### src/rtl/ram_req_pkg.sv
// Shared definitions for the RAM requester and its neighbours (RAM
// controller, AXI-lite front end).
//   - Default address/data widths and controller timing.
//   - FSM state encoding.
//   - Small elaboration-time helper.
package ram_req_pkg;

  localparam int RR_ADDR_W    = 8;
  localparam int RR_DATA_W    = 8;
  localparam int RR_INIT_WAIT = 2;
  localparam int RR_OP_LAT    = 2;

  typedef enum logic [1:0] {
    S_INIT = 2'b00,
    S_IDLE = 2'b01,
    S_WAIT = 2'b10,
    S_RESP = 2'b11
  } state_e;

  function automatic int max_int(input int a, input int b);
    return (a > b) ? a : b;
  endfunction

endpackage

### src/rtl/ram_req_timer.sv
// Loadable down-counter with a zero flag. It times both the startup
// interval and the per-operation wait in the RAM requester.
// Ports:
//   clk        - system clock, rising edge
//   rst_n      - asynchronous active-low reset, loads RST_VAL
//   load_i     - load load_val_i (takes priority over dec_i)
//   load_val_i - value to load
//   dec_i      - decrement by one; the count holds at zero
//   zero_o     - count is zero
module ram_req_timer #(
  parameter int          W       = 2,
  parameter int unsigned RST_VAL = 0
) (
  input  logic         clk,
  input  logic         rst_n,
  input  logic         load_i,
  input  logic [W-1:0] load_val_i,
  input  logic         dec_i,
  output logic         zero_o
);

  logic [W-1:0] cnt_q;
  logic [W-1:0] cnt_d;

  always_comb begin
    cnt_d = cnt_q;
    if (load_i) begin
      cnt_d = load_val_i;
    end else if (dec_i && (cnt_q != '0)) begin
      cnt_d = cnt_q - 1'b1;
    end
  end

  always_ff @(posedge clk or negedge rst_n) begin
    if (!rst_n) begin
      cnt_q <= W'(RST_VAL);
    end else begin
      cnt_q <= cnt_d;
    end
  end

  assign zero_o = (cnt_q == '0);

endmodule

### src/rtl/ram_requester.sv
// Initiator-side sequencer for the single-port RAM controller. It takes
// one read/write command at a time from a valid/ready request channel,
// drives the controller pins with a one-clock enable pulse, waits for the
// operation latency, then presents the result on a valid/ready response
// channel.
// Ports:
//   clk, rst_n                        - clock and asynchronous active-low reset
//   req_valid/req_ready               - request handshake
//   req_write, req_addr, req_wdata    - command (wdata ignored for reads)
//   rsp_valid/rsp_ready               - response handshake
//   rsp_write, rsp_rdata              - command type echo and read data
//   mem_read_en, mem_write_en,
//   mem_address, mem_data_in          - controller command pins
//   mem_data_out                      - controller read data
//   busy                              - not idle
module ram_requester
  import ram_req_pkg::*;
#(
  parameter int ADDR_W    = RR_ADDR_W,
  parameter int DATA_W    = RR_DATA_W,
  parameter int INIT_WAIT = RR_INIT_WAIT,
  parameter int OP_LAT    = RR_OP_LAT
) (
  input  logic              clk,
  input  logic              rst_n,
  input  logic              req_valid,
  output logic              req_ready,
  input  logic              req_write,
  input  logic [ADDR_W-1:0] req_addr,
  input  logic [DATA_W-1:0] req_wdata,
  output logic              rsp_valid,
  input  logic              rsp_ready,
  output logic              rsp_write,
  output logic [DATA_W-1:0] rsp_rdata,
  output logic              mem_read_en,
  output logic              mem_write_en,
  output logic [ADDR_W-1:0] mem_address,
  output logic [DATA_W-1:0] mem_data_in,
  input  logic [DATA_W-1:0] mem_data_out,
  output logic              busy
);

  localparam int TW = $clog2(max_int(INIT_WAIT, OP_LAT) + 1);

  if (INIT_WAIT < 1 || OP_LAT < 2) begin : g_bad_param
    $error("ram_requester: INIT_WAIT must be >= 1 and OP_LAT must be >= 2");
  end

  state_e            state_q;
  logic              mem_read_en_q;
  logic              mem_write_en_q;
  logic [ADDR_W-1:0] mem_address_q;
  logic [DATA_W-1:0] mem_data_in_q;
  logic              rsp_valid_q;
  logic              rsp_write_q;
  logic [DATA_W-1:0] rsp_rdata_q;

  logic accept;
  logic tmr_dec;
  logic tmr_zero;

  assign accept  = (state_q == S_IDLE) && req_valid;
  assign tmr_dec = (state_q == S_INIT) || (state_q == S_WAIT);

  // The reset value covers the startup interval; re-entry into S_INIT
  // only happens through reset, so no explicit INIT load is needed.
  ram_req_timer #(
    .W       (TW),
    .RST_VAL (INIT_WAIT - 1)
  ) u_timer (
    .clk        (clk),
    .rst_n      (rst_n),
    .load_i     (accept),
    .load_val_i (TW'(OP_LAT)),
    .dec_i      (tmr_dec),
    .zero_o     (tmr_zero)
  );

  always_ff @(posedge clk or negedge rst_n) begin
    if (!rst_n) begin
      state_q        <= S_INIT;
      mem_read_en_q  <= 1'b0;
      mem_write_en_q <= 1'b0;
      mem_address_q  <= '0;
      mem_data_in_q  <= '0;
      rsp_valid_q    <= 1'b0;
      rsp_write_q    <= 1'b0;
      rsp_rdata_q    <= '0;
    end else begin
      unique case (state_q)
        S_INIT: begin
          if (tmr_zero) begin
            state_q <= S_IDLE;
          end
        end
        S_IDLE: begin
          if (req_valid) begin
            mem_write_en_q <= req_write;
            mem_read_en_q  <= !req_write;
            mem_address_q  <= req_addr;
            mem_data_in_q  <= req_wdata;
            rsp_write_q    <= req_write;
            state_q        <= S_WAIT;
          end
        end
        S_WAIT: begin
          // Enables are one-clock pulses; address/data keep holding.
          mem_write_en_q <= 1'b0;
          mem_read_en_q  <= 1'b0;
          if (tmr_zero) begin
            // Write responses keep the previous read data.
            if (!rsp_write_q) begin
              rsp_rdata_q <= mem_data_out;
            end
            rsp_valid_q <= 1'b1;
            state_q     <= S_RESP;
          end
        end
        S_RESP: begin
          if (rsp_ready) begin
            rsp_valid_q <= 1'b0;
            state_q     <= S_IDLE;
          end
        end
        default: state_q <= S_INIT;
      endcase
    end
  end

  assign req_ready    = (state_q == S_IDLE);
  assign busy         = (state_q != S_IDLE);
  assign mem_read_en  = mem_read_en_q;
  assign mem_write_en = mem_write_en_q;
  assign mem_address  = mem_address_q;
  assign mem_data_in  = mem_data_in_q;
  assign rsp_valid    = rsp_valid_q;
  assign rsp_write    = rsp_write_q;
  assign rsp_rdata    = rsp_rdata_q;

endmodule

### config.mk
export PLATFORM = sky130hd
export DESIGN_NAME = ram_requester
export DESIGN_NICKNAME = d
export VERILOG_FILES = /design/src/rtl/ram_req_pkg.sv /design/src/rtl/ram_req_timer.sv /design/src/rtl/ram_requester.sv
export SDC_FILE = /design/constraint.sdc
export NUM_CORES = 1
export LEC_CHECK = 0
export CAP_MARGIN = 20
export CORE_ASPECT_RATIO = 1.5
export CORE_MARGIN = 2
export CORE_UTILIZATION = 50
export CTS_BUF_LIST = sky130_fd_sc_hd__clkbuf_4
export DETAILED_ROUTE_END_ITERATION = 8
export DONT_BUFFER_PORTS = 1
export PLACE_DENSITY = 0.69
export SYNTH_ARGS = -nofsm -noshare
export SYNTH_HDL_FRONTEND = slang
export SYNTH_SLANG_ARGS = --single-unit
### constraint.sdc
create_clock -name clk -period 4.8 [get_ports clk]
set_input_delay 0.48 -clock clk [delete_from_list [all_inputs] [get_ports clk]]
set_output_delay 0.48 -clock clk [all_outputs]
set_load 0.005 [all_outputs]
==> results.json, run 1 <==
{
  "outcome": "finished clean",
  "share_seq_of_total_power": 0.515,
  "synth_largest_area_cell": "dfrtp_1",
  "synth-edff-count": 0,
  "cp.required_ns": 4.32,
  "ys.flop_type": "dfrtp_1",
  "synthArstFlopShare": 1.00,
  "ant_nets": 0,
  "start_kind": "flip-flop",
  "worst_clock_skew_ns": 0.00935,
  "finalWirelength_mm": 2.29,
  "setup-tns-final_ns": 0,
  "seqCellArea_um2": 802,
  "hold_path.class": "input pin to flip-flop",
  "drtIter0Drc": 8,
  "holdWs_ns": 0.214,
  "drc_errors": 0,
  "start_util": 0.518,
  "seq_area_frac_synth": 0.585,
  "coreArea_um2": 2650,
  "clkTransAtPathRegs_ns": 0.09,
  "r2r_cells": 5,
  "combPwrFrac": 0.333,
  "crit_type": "flip-flop to primary output",
  "critPathCapture": "busy",
  "cts_root_buf": "clkbuf_4",
  "avgSynthCellArea_um2": 14.6,
  "arrival_ns": 1.30,
  "drtPass1Iterations": 2,
  "swShare": 0.333,
  "numCtsBuffers": 5,
  "min_period_over_period": 0.371,
  "synth_nets": 129,
  "ys_seq_elements": 32,
  "synthCells": 94,
  "grt_usage": 0.163,
  "clockBufferDepth": 2,
  "p_leak_nw": 0.682,
  "io_buffers": 0,
  "r2r-start": "state_q[0]$_DFFE_PN0P_",
  "cts_setup_buffers": 0,
  "post_drt_via_cell_ratio": 5.24,
  "die_width_um": 46.8,
  "die_h_um": 68.1,
  "grt_pass1_wl_mm": 3.45,
  "critPathCaptureType": "primary output",
  "dp_hpwl_mm": 1.76,
  "p_sw_mw": 0.330,
  "slew_violations": 0,
  "synthToLayoutAreaGrowth_pct": 8.85,
  "cts.sinks": 32,
  "fmax_mhz": 562,
  "num_antenna_cells": 0,
  "clock_power_share": 0.151,
  "n_fill_cell": 222,
  "holdPathStages": 1,
  "worstMarginPinSlew_ns": 0.401,
  "rsz0062_at_grt": "no",
  "rows": 23,
  "cts_tree": "built",
  "num_vias": 734,
  "crit_path_max_fanout": 7,
  "ys_warn_count": 0,
  "gp_congestion": 0.831,
  "synth_commonest_cells": "dfrtp_1, mux2_2, ha_1, inv_1, o21ai_0",
  "max-vdd-ir-drop_mv": 0.414,
  "drive_gt1_frac": 0.350,
  "synth_area_um2": 1370,
  "fin_crit_ns": 1.78,
  "first_global_vias": 773,
  "antenna_found_initial": 0,
  "synthTopCellsByArea": "dfrtp_1, mux2_2, ha_1",
  "grt-ovfl-total": 0,
  "synth_top_cell_area_share": 0.566,
  "cts-htree-levels": 2,
  "powerDensity_nw_per_um2": 665,
  "grt_max_degree": 33,
  "p_int_mw": 0.662,
  "finalSetupViolCount": 0,
  "hold_viol": 0,
  "io_pins": 59,
  "nets": 137,
  "startpoint": "state_q[1]$_DFFE_PN0P_",
  "r2r_end": "state_q[1]$_DFFE_PN0P_",
  "synth_cell_type_count": 23,
  "clk_latency_ns": 0.33,
  "cap_violations": 0,
  "slew_headroom": 0.732,
  "die_area_um2": 3190,
  "multi_input_area_um2": 536,
  "r2r_slack_ns": 3.08,
  "route.detailed.wl_per_inst_um": 16.3,
  "yosysMostFrequentCell": "dfrtp_1"
}
routing by layer:
layer | track usage | wire length, µm | vias up
met5 | 0 | 0 | -
met4 | 0.0938 | 48 | 0
met3 | 0.0633 | 155 | 6
met2 | 0.283 | 1310 | 33
met1 | 0.156 | 776 | 353
li1 | - | - | 342
registers in the layout, summed over array words and instances, names as in the netlist:
signal         flops
mem_write_en       1
rsp_write          1
rsp_valid          1
rsp_rdata          8
state_q            2
mem_read_en        1
u_timer.cnt_q      2
mem_address        8
mem_data_in        8
worst min-delay path by stage:
| stage | startpoint | to |
|---|---|---|
| 2_1_floorplan | rst_n | mem_address[0]$_DFFE_PN0P_ |
| 3_3_place_gp | rst_n | mem_write_en$_DFFE_PN0P_ |
| 3_5_place_dp | rst_n | mem_read_en$_DFFE_PN0P_ |
| 4_1_cts | req_valid | u_timer.cnt_q[0]$_DFFE_PN1P_ |
| 5_1_grt | req_valid | u_timer.cnt_q[0]$_DFFE_PN1P_ |
| 6_report | req_valid | u_timer.cnt_q[0]$_DFFE_PN1P_ |
power by group through the flow:
stage                     Combinational [mW]  Clock [mW]  Sequential (mW)
after detailed placement               0.330           0            0.522
after floorplan                        0.285           0            0.488
after global routing                   0.365       0.171            0.529
after global placement                 0.313           0            0.515
final                                  0.331       0.150            0.511
after CTS                              0.339       0.159            0.516
cells in the final DEF (no fill, tap or decap):
| cell type | count |
|---|---|
| dfrtp_1 | 31 |
| mux2_2 | 23 |
| clkbuf_4 | 7 |
| inv_1 | 6 |
| ha_1 | 6 |
| o21ai_0 | 4 |
| a21oi_1 | 3 |
| nand2_1 | 3 |
| mux2_1 | 2 |
| nor2b_1 | 2 |
| nand2_4 | 1 |
| o21bai_1 | 1 |
| xnor2_1 | 1 |
| nand3b_1 | 1 |
| and2b_4 | 1 |
| nor2b_4 | 1 |
| nor4_4 | 1 |
| mux2i_1 | 1 |
| and3_1 | 1 |
| o211ai_1 | 1 |
| a2bb2oi_1 | 1 |
| a21o_1 | 1 |
| clkinv_1 | 1 |
| buf_12 | 1 |
| dlygate4sd3_1 | 1 |
| dfstp_2 | 1 |
what timing repair did:
item,4_1_cts,5_1_grt
gates resized for setup,0,0
hold endpoints to repair,32,0
hold buffers,2,0
cells by family after synthesis:
logic type,Yosys count,synth area share
flops,32,0.585
mux,26,0.213
compound gates,11,0.0484
simple gates,11,0.0684
buf+inv,7,0.0246
fa+ha+maj,6,0.0547
xor+xnor,1,0.00639
final cells by class:
| type | count | area share |
|---|---|---|
| Sequential cell | 32 | 0.537 |
| Multi-Input combinational cell | 55 | 0.359 |
| Clock buffer | 7 | 0.0352 |
| Tap cell | 37 | 0.0310 |
| Timing Repair Buffer | 2 | 0.0201 |
| Inverter | 6 | 0.0151 |
| Clock inverter | 1 | 0.00251 |
worst max-delay path, cell delays in order, from the launching register on:
cell and delay (ns):
dfrtp_1 0.42, inv_1 0.09, ha_1 0.33, inv_1 0.14
per-stage QoR:
step / power (mW) / cell area [µm²] / std cells / worst slack [ns] / util
after floorplan: 0.774 / 1370 / 94 / 3.20 / -
after global placement: 0.828 / 1410 / 130 / 3.14 / 0.531
after detailed placement: 0.852 / 1410 / 130 / 3.08 / 0.531
after CTS: 1.01 / 1490 / 140 / 3.00 / 0.564
after global routing: 1.07 / 1490 / 140 / 2.90 / 0.564
final: 0.992 / 1490 / 140 / 3.02 / 0.564
(Power assumes the default switching activity.)
==> run 2, diff against run 1 <==
--- a/config.mk
+++ b/config.mk
@@ -12,7 +12,7 @@
 export CTS_BUF_LIST = sky130_fd_sc_hd__clkbuf_4
 export DETAILED_ROUTE_END_ITERATION = 8
 export DONT_BUFFER_PORTS = 1
-export PLACE_DENSITY = 0.69
+export PLACE_DENSITY = 0.72
 export SYNTH_ARGS = -nofsm -noshare
 export SYNTH_HDL_FRONTEND = slang
 export SYNTH_SLANG_ARGS = --single-unit
==> constraint.sdc (replaced) <==
create_clock -name clk -period 1.6 [get_ports clk]
set_input_delay 0.16 -clock clk [delete_from_list [all_inputs] [get_ports clk]]
set_output_delay 0.16 -clock clk [all_outputs]
set_load 0.005 [all_outputs]
==> results.json, run 2 (synthesized netlist as in run 1, its figures left out) <==
{
  "outcome": "complete, but fails checks",
  "violations": "setup timing",
  "p_leak_nw": 0.853,
  "cp_num_buf_inv": 0,
  "hp-start": "rsp_ready",
  "r2r_end": "state_q[1]$_DFFE_PN0P_",
  "io_buffers": 0,
  "start_kind": "flip-flop",
  "crit_type": "flip-flop to flip-flop",
  "worstMarginPinSlew_ns": 0.270,
  "cts_tree": "built",
  "start_util": 0.518,
  "route.detailed.wl_per_inst_um": 17.4,
  "crit_chain": "ha_4, and2b_4, nor4_4, mux2_1",
  "io_pins": 59,
  "cts.sinks": 32,
  "first_global_vias": 992,
  "finalWirelength_mm": 2.99,
  "nets": 169,
  "place_area_um2": 1450,
  "slowest_stage": "dfrtp_2",
  "arrival_ns": 1.83,
  "setup-tns-final_ns": -0.0145,
  "die_h_um": 68.1,
  "placed_cells": 134,
  "crit_path_max_fanout": 4,
  "grt_pass1_wl_mm": 4.36,
  "max-vdd-ir-drop_mv": 1.05,
  "holdPathStages": 3,
  "dp_hpwl_mm": 1.83,
  "fin_cells": 172,
  "die_width_um": 46.8,
  "critPathCaptureType": "flip-flop",
  "powerDensity_nw_per_um2": 1800,
  "grt_max_degree": 33,
  "drive_gt1_frac": 0.407,
  "cts_root_buf": "clkbuf_4",
  "gp_congestion": 0.722,
  "setup_slack_ns": -0.0145,
  "slew_violations": 0,
  "num_antenna_cells": 0,
  "cp.required_ns": 1.82,
  "fin_crit_ns": 1.61,
  "coreArea_um2": 2650,
  "path_delay_family": "flip-flops",
  "r2r_cells": 4,
  "r2r_slack_ns": -0.01,
  "ant_nets": 0,
  "cts-htree-levels": 2,
  "die_area_um2": 3190,
  "numCtsBuffers": 5,
  "min_to": "rsp_valid$_DFFE_PN0P_",
  "clk_latency_ns": 0.33,
  "num_vias": 893,
  "postLayoutCellArea_um2": 1890,
  "grt-ovfl-total": 0,
  "drc_errors": 0,
  "cap_violations": 0,
  "layout_commonest_cell": "dfrtp_1",
  "grt_usage": 0.203,
  "holdWs_ns": 0.0558,
  "min_period_over_period": 1.01,
  "post_drt_via_cell_ratio": 5.19,
  "slowest_delay_ns": 0.48,
  "final_cell_mix": "dfrtp_1, dlygate4sd3_1, mux2_2, mux2_4, buf_4",
  "hold_viol": 0,
  "rows": 23,
  "hold_path.class": "input pin to flip-flop",
  "antenna_found_initial": 0,
  "place_ws_ns": -0.0633,
  "finalSetupViolCount": 1,
  "rsz0062_at_grt": "yes",
  "drtIter0Drc": 9,
  "fmax_mhz": 619,
  "synthToLayoutAreaGrowth_pct": 38.0,
  "worst_clock_skew_ns": 0.00477,
  "drtPass1Iterations": 2,
  "clkTransAtPathRegs_ns": 0.09,
  "clockBufferDepth": 2,
  "slew_headroom": 0.819,
  "r2r-start": "state_q[1]$_DFFE_PN0P_"
}
-- run 2: cell count changes in the layout (fill, tap and decap cells not counted), sizes merged --
cell | before | now
dlygate4sd3 | 1 | 26
buf | 1 | 8
clkinv | 1 | 3
clkbuf | 7 | 5
-- run 2: worst register-to-register path, delay by kind of cell, from the launching register on --
kind                       cells  cell delay (ns)
DFF                            1             0.48
and+or+nand+nor                2             0.48
adders and majority gates      1             0.18
muxes                          1             0.37
-- run 2: area by class of cell --
class                           instances  area [µm²]
Sequential cell                        32         805
Fill cell                             194         754
Multi-Input combinational cell         55         621
Timing Repair Buffer                   34         345
Tap cell                               37        46.3
Clock buffer                            5        37.5
Inverter                                6        25.0
Clock inverter                          3        13.8
-- run 2: repair_timing --
| item | 4_1_cts | 5_1_grt |
|---|---|---|
| buffers inserted | 1 | 2 |
| pin swaps | 1 | 3 |
| gates resized for setup | 0 | 25 |
| hold endpoints to repair | 58 | 0 |
| setup endpoints to repair | 1 | 26 |
| hold buffers | 27 | 0 |
-- run 2: worst max path at each step --
| stage | cells after the start | endpoint | slack [ns] | from |
|---|---|---|---|---|
| floorplan | 5 | state_q[1]$_DFFE_PN0P_ | 0.004 | state_q[0]$_DFFE_PN0P_ |
| global placement | 5 | state_q[1]$_DFFE_PN0P_ | 0.02 | u_timer.cnt_q[0]$_DFFE_PN1P_ |
| detailed placement | 5 | state_q[1]$_DFFE_PN0P_ | -0.06 | u_timer.cnt_q[1]$_DFFE_PN0P_ |
| CTS | 5 | state_q[1]$_DFFE_PN0P_ | 0.006 | state_q[1]$_DFFE_PN0P_ |
| global route | 6 | state_q[0]$_DFFE_PN0P_ | -0.08 | u_timer.cnt_q[1]$_DFFE_PN0P_ |
| finish | 4 | state_q[1]$_DFFE_PN0P_ | -0.01 | state_q[1]$_DFFE_PN0P_ |
-- run 2: power by group --
group	total [mW]	switching (mW)	internal [mW]
sequential	1.60	0.363	1.23
clock	0.424	0.263	0.161
combinational	1.38	0.557	0.825
total	3.40	1.18	2.22
-- run 2: metrics by stage --
step                       util  total power [mW]
after floorplan               -              2.32
after global placement    0.547              2.54
after detailed placement  0.547              2.62
after CTS                 0.675              3.15
after global routing      0.715              3.64
final                     0.715              3.40
-- run 2: routing by layer --
metal | vias up | GRT usage | part of all wire
met5 | - | 0 | 0
met4 | 0 | 0.104 | 0.020
met3 | 5 | 0.0686 | 0.058
met2 | 37 | 0.372 | 0.58
met1 | 446 | 0.186 | 0.34
li1 | 405 | - | -
==> run 3, diff against run 2 <==
--- a/config.mk
+++ b/config.mk
@@ -8,11 +8,12 @@
 export CAP_MARGIN = 20
 export CORE_ASPECT_RATIO = 1.5
 export CORE_MARGIN = 2
-export CORE_UTILIZATION = 50
+export CORE_UTILIZATION = 58
 export CTS_BUF_LIST = sky130_fd_sc_hd__clkbuf_4
 export DETAILED_ROUTE_END_ITERATION = 8
 export DONT_BUFFER_PORTS = 1
-export PLACE_DENSITY = 0.72
+export PLACE_DENSITY = 0.8
+export SLEW_MARGIN = 0
 export SYNTH_ARGS = -nofsm -noshare
 export SYNTH_HDL_FRONTEND = slang
 export SYNTH_SLANG_ARGS = --single-unit
==> results.json, run 3 (synthesized netlist as in run 1, its figures left out) <==
{
  "min_period_over_period": 0.974,
  "grt_max_degree": 33,
  "io_pins": 59,
  "cap_violations": 0,
  "setup_slack_ns": 0.0424,
  "grt_pass1_wl_mm": 4.39,
  "hold_path.class": "input pin to flip-flop",
  "post_drt_via_cell_ratio": 5.55,
  "die_h_um": 63.6,
  "clockBufferDepth": 2,
  "clock_power_share": 0.137,
  "p_leak_nw": 0.806,
  "cts_root_buf": "clkbuf_4",
  "synthToLayoutAreaGrowth_pct": 31.4,
  "share_seq_of_total_power": 0.482,
  "nets": 166,
  "arrival_ns": 1.78,
  "p_int_mw": 2.14,
  "gp_congestion": 0.723,
  "worstMarginPinSlew_ns": 0.284,
  "io_buffers": 0,
  "crit_chain": "inv_2, ha_2, nor2b_4, nor4_4, mux2_4",
  "rsz0062_at_grt": "yes",
  "layout_commonest_cell": "dfrtp_1",
  "numCtsBuffers": 5,
  "swShare": 0.338,
  "postLayoutCellArea_um2": 1800,
  "combPwrFrac": 0.381,
  "place_ws_ns": -0.0680,
  "cts.sinks": 32,
  "crit_type": "flip-flop to flip-flop",
  "design_power_total_mw": 3.23,
  "first_global_vias": 951,
  "powerDensity_nw_per_um2": 1790,
  "post-route-util": 0.807,
  "dp_hpwl_mm": 1.66,
  "drive_gt1_frac": 0.386,
  "hold_viol": 0,
  "antenna_found_initial": 0,
  "fmax_mhz": 642,
  "drc_errors": 0,
  "final_cell_mix": "dfrtp_1, dlygate4sd3_1, mux2_2, clkbuf_4",
  "grt_usage": 0.221,
  "place_area_um2": 1410,
  "outcome": "finished clean",
  "fin_crit_ns": 1.56,
  "fin_cells": 155,
  "cts-htree-levels": 2,
  "setup-tns-final_ns": 0,
  "start_kind": "flip-flop",
  "coreArea_um2": 2230,
  "clk_latency_ns": 0.33,
  "critPathCaptureType": "flip-flop",
  "finalWirelength_mm": 2.69,
  "route.detailed.wl_per_inst_um": 17.4,
  "grt-ovfl-total": 0,
  "cts_tree": "built",
  "die_area_um2": 2780,
  "num_vias": 861,
  "cp.required_ns": 1.82,
  "rows": 21,
  "crit_path_max_fanout": 4,
  "placed_cells": 119,
  "n_fill_cell": 127,
  "max-vdd-ir-drop_mv": 1.06,
  "p_sw_mw": 1.09,
  "clkTransAtPathRegs_ns": 0.10,
  "ant_nets": 0,
  "holdWs_ns": 0.0157,
  "die_width_um": 43.7,
  "slew_headroom": 0.810,
  "slew_violations": 0,
  "start_util": 0.614,
  "drtIter0Drc": 10,
  "slowest_delay_ns": 0.43,
  "slowest_stage": "dfrtp_1",
  "num_antenna_cells": 0,
  "worst_clock_skew_ns": 0.00777,
  "drtPass1Iterations": 3,
  "finalSetupViolCount": 0
}
[run 3: cell count changes in the layout (fill, tap and decap cells not counted), moves of 2 or more]
cell and change:
ha_4 -2, mux2_4 -7, dfrtp_1 +2, dfrtp_2 -2, ha_2 +2, buf_4 -3
mux2_2 +8, clkinv_2 -2
[run 3: path summary, 6_finish.rpt]
check                                      startpoint                           end  slack [ns]  depth (start not counted)
max                            state_q[1]$_DFFE_PN0P_        state_q[1]$_DFFE_PN0P_        0.04                          5
min                                         req_valid      mem_write_en$_DFFE_PN0P_        0.02                          3
max reg2reg                    state_q[1]$_DFFE_PN0P_        state_q[1]$_DFFE_PN0P_        0.04                          5
min reg2reg                mem_address[5]$_DFFE_PN0P_    mem_address[5]$_DFFE_PN0P_        0.54                          1
max in group asynchronous                       rst_n  u_timer.cnt_q[0]$_DFFE_PN1P_        1.09                          2
min in group asynchronous                       rst_n      rsp_rdata[6]$_DFFE_PN0P_        0.26                          2
[run 3: area by class of cell]
class,count,area (µm²),area share
inverters,6,22.5,0.0125
flip-flops and latches,32,802,0.445
clock inverters,2,11.3,0.00625
multi-input cells,55,569,0.316
clock buffers,6,45.0,0.0250
repair buffers,31,323,0.179
well taps,23,28.8,0.0160
[run 3: metal layers]
layer | vias up | routed length (µm) | GRT usage
li1 | 395 | - | -
met1 | 416 | 899 | 0.241
met2 | 44 | 1500 | 0.355
met3 | 6 | 237 | 0.109
met4 | 0 | 52 | 0.0909
met5 | - | 0 | 0
[run 3: power groups by stage]
stage | Clock, mW | Sequential, mW | Combinational [mW]
final | 0.443 | 1.55 | 1.23
after global routing | 0.503 | 1.61 | 1.36
after CTS | 0.463 | 1.54 | 1.17
after detailed placement | 0 | 1.55 | 1.05
after global placement | 0 | 1.54 | 0.984
after floorplan | 0 | 1.46 | 0.856
[run 3: what timing repair did]
| item | in CTS | in global routing |
|---|---|---|
| pin swaps | 2 | 3 |
| setup endpoints to repair | 10 | 16 |
| gates resized for setup | 2 | 11 |
| hold endpoints to repair | 57 | 0 |
| gates cloned | 0 | 0 |
| buffers inserted | 1 | 0 |
| hold buffers | 27 | 0 |
[run 3: critical path: cells and delay by family (launching register included)]
family | cells | cell delay [ns]
AND/OR/NAND/NOR | 2 | 0.44
adder cells (fa/ha/maj) | 1 | 0.18
flip-flops | 1 | 0.43
multiplexers | 1 | 0.33
buffers and inverters | 1 | 0.06
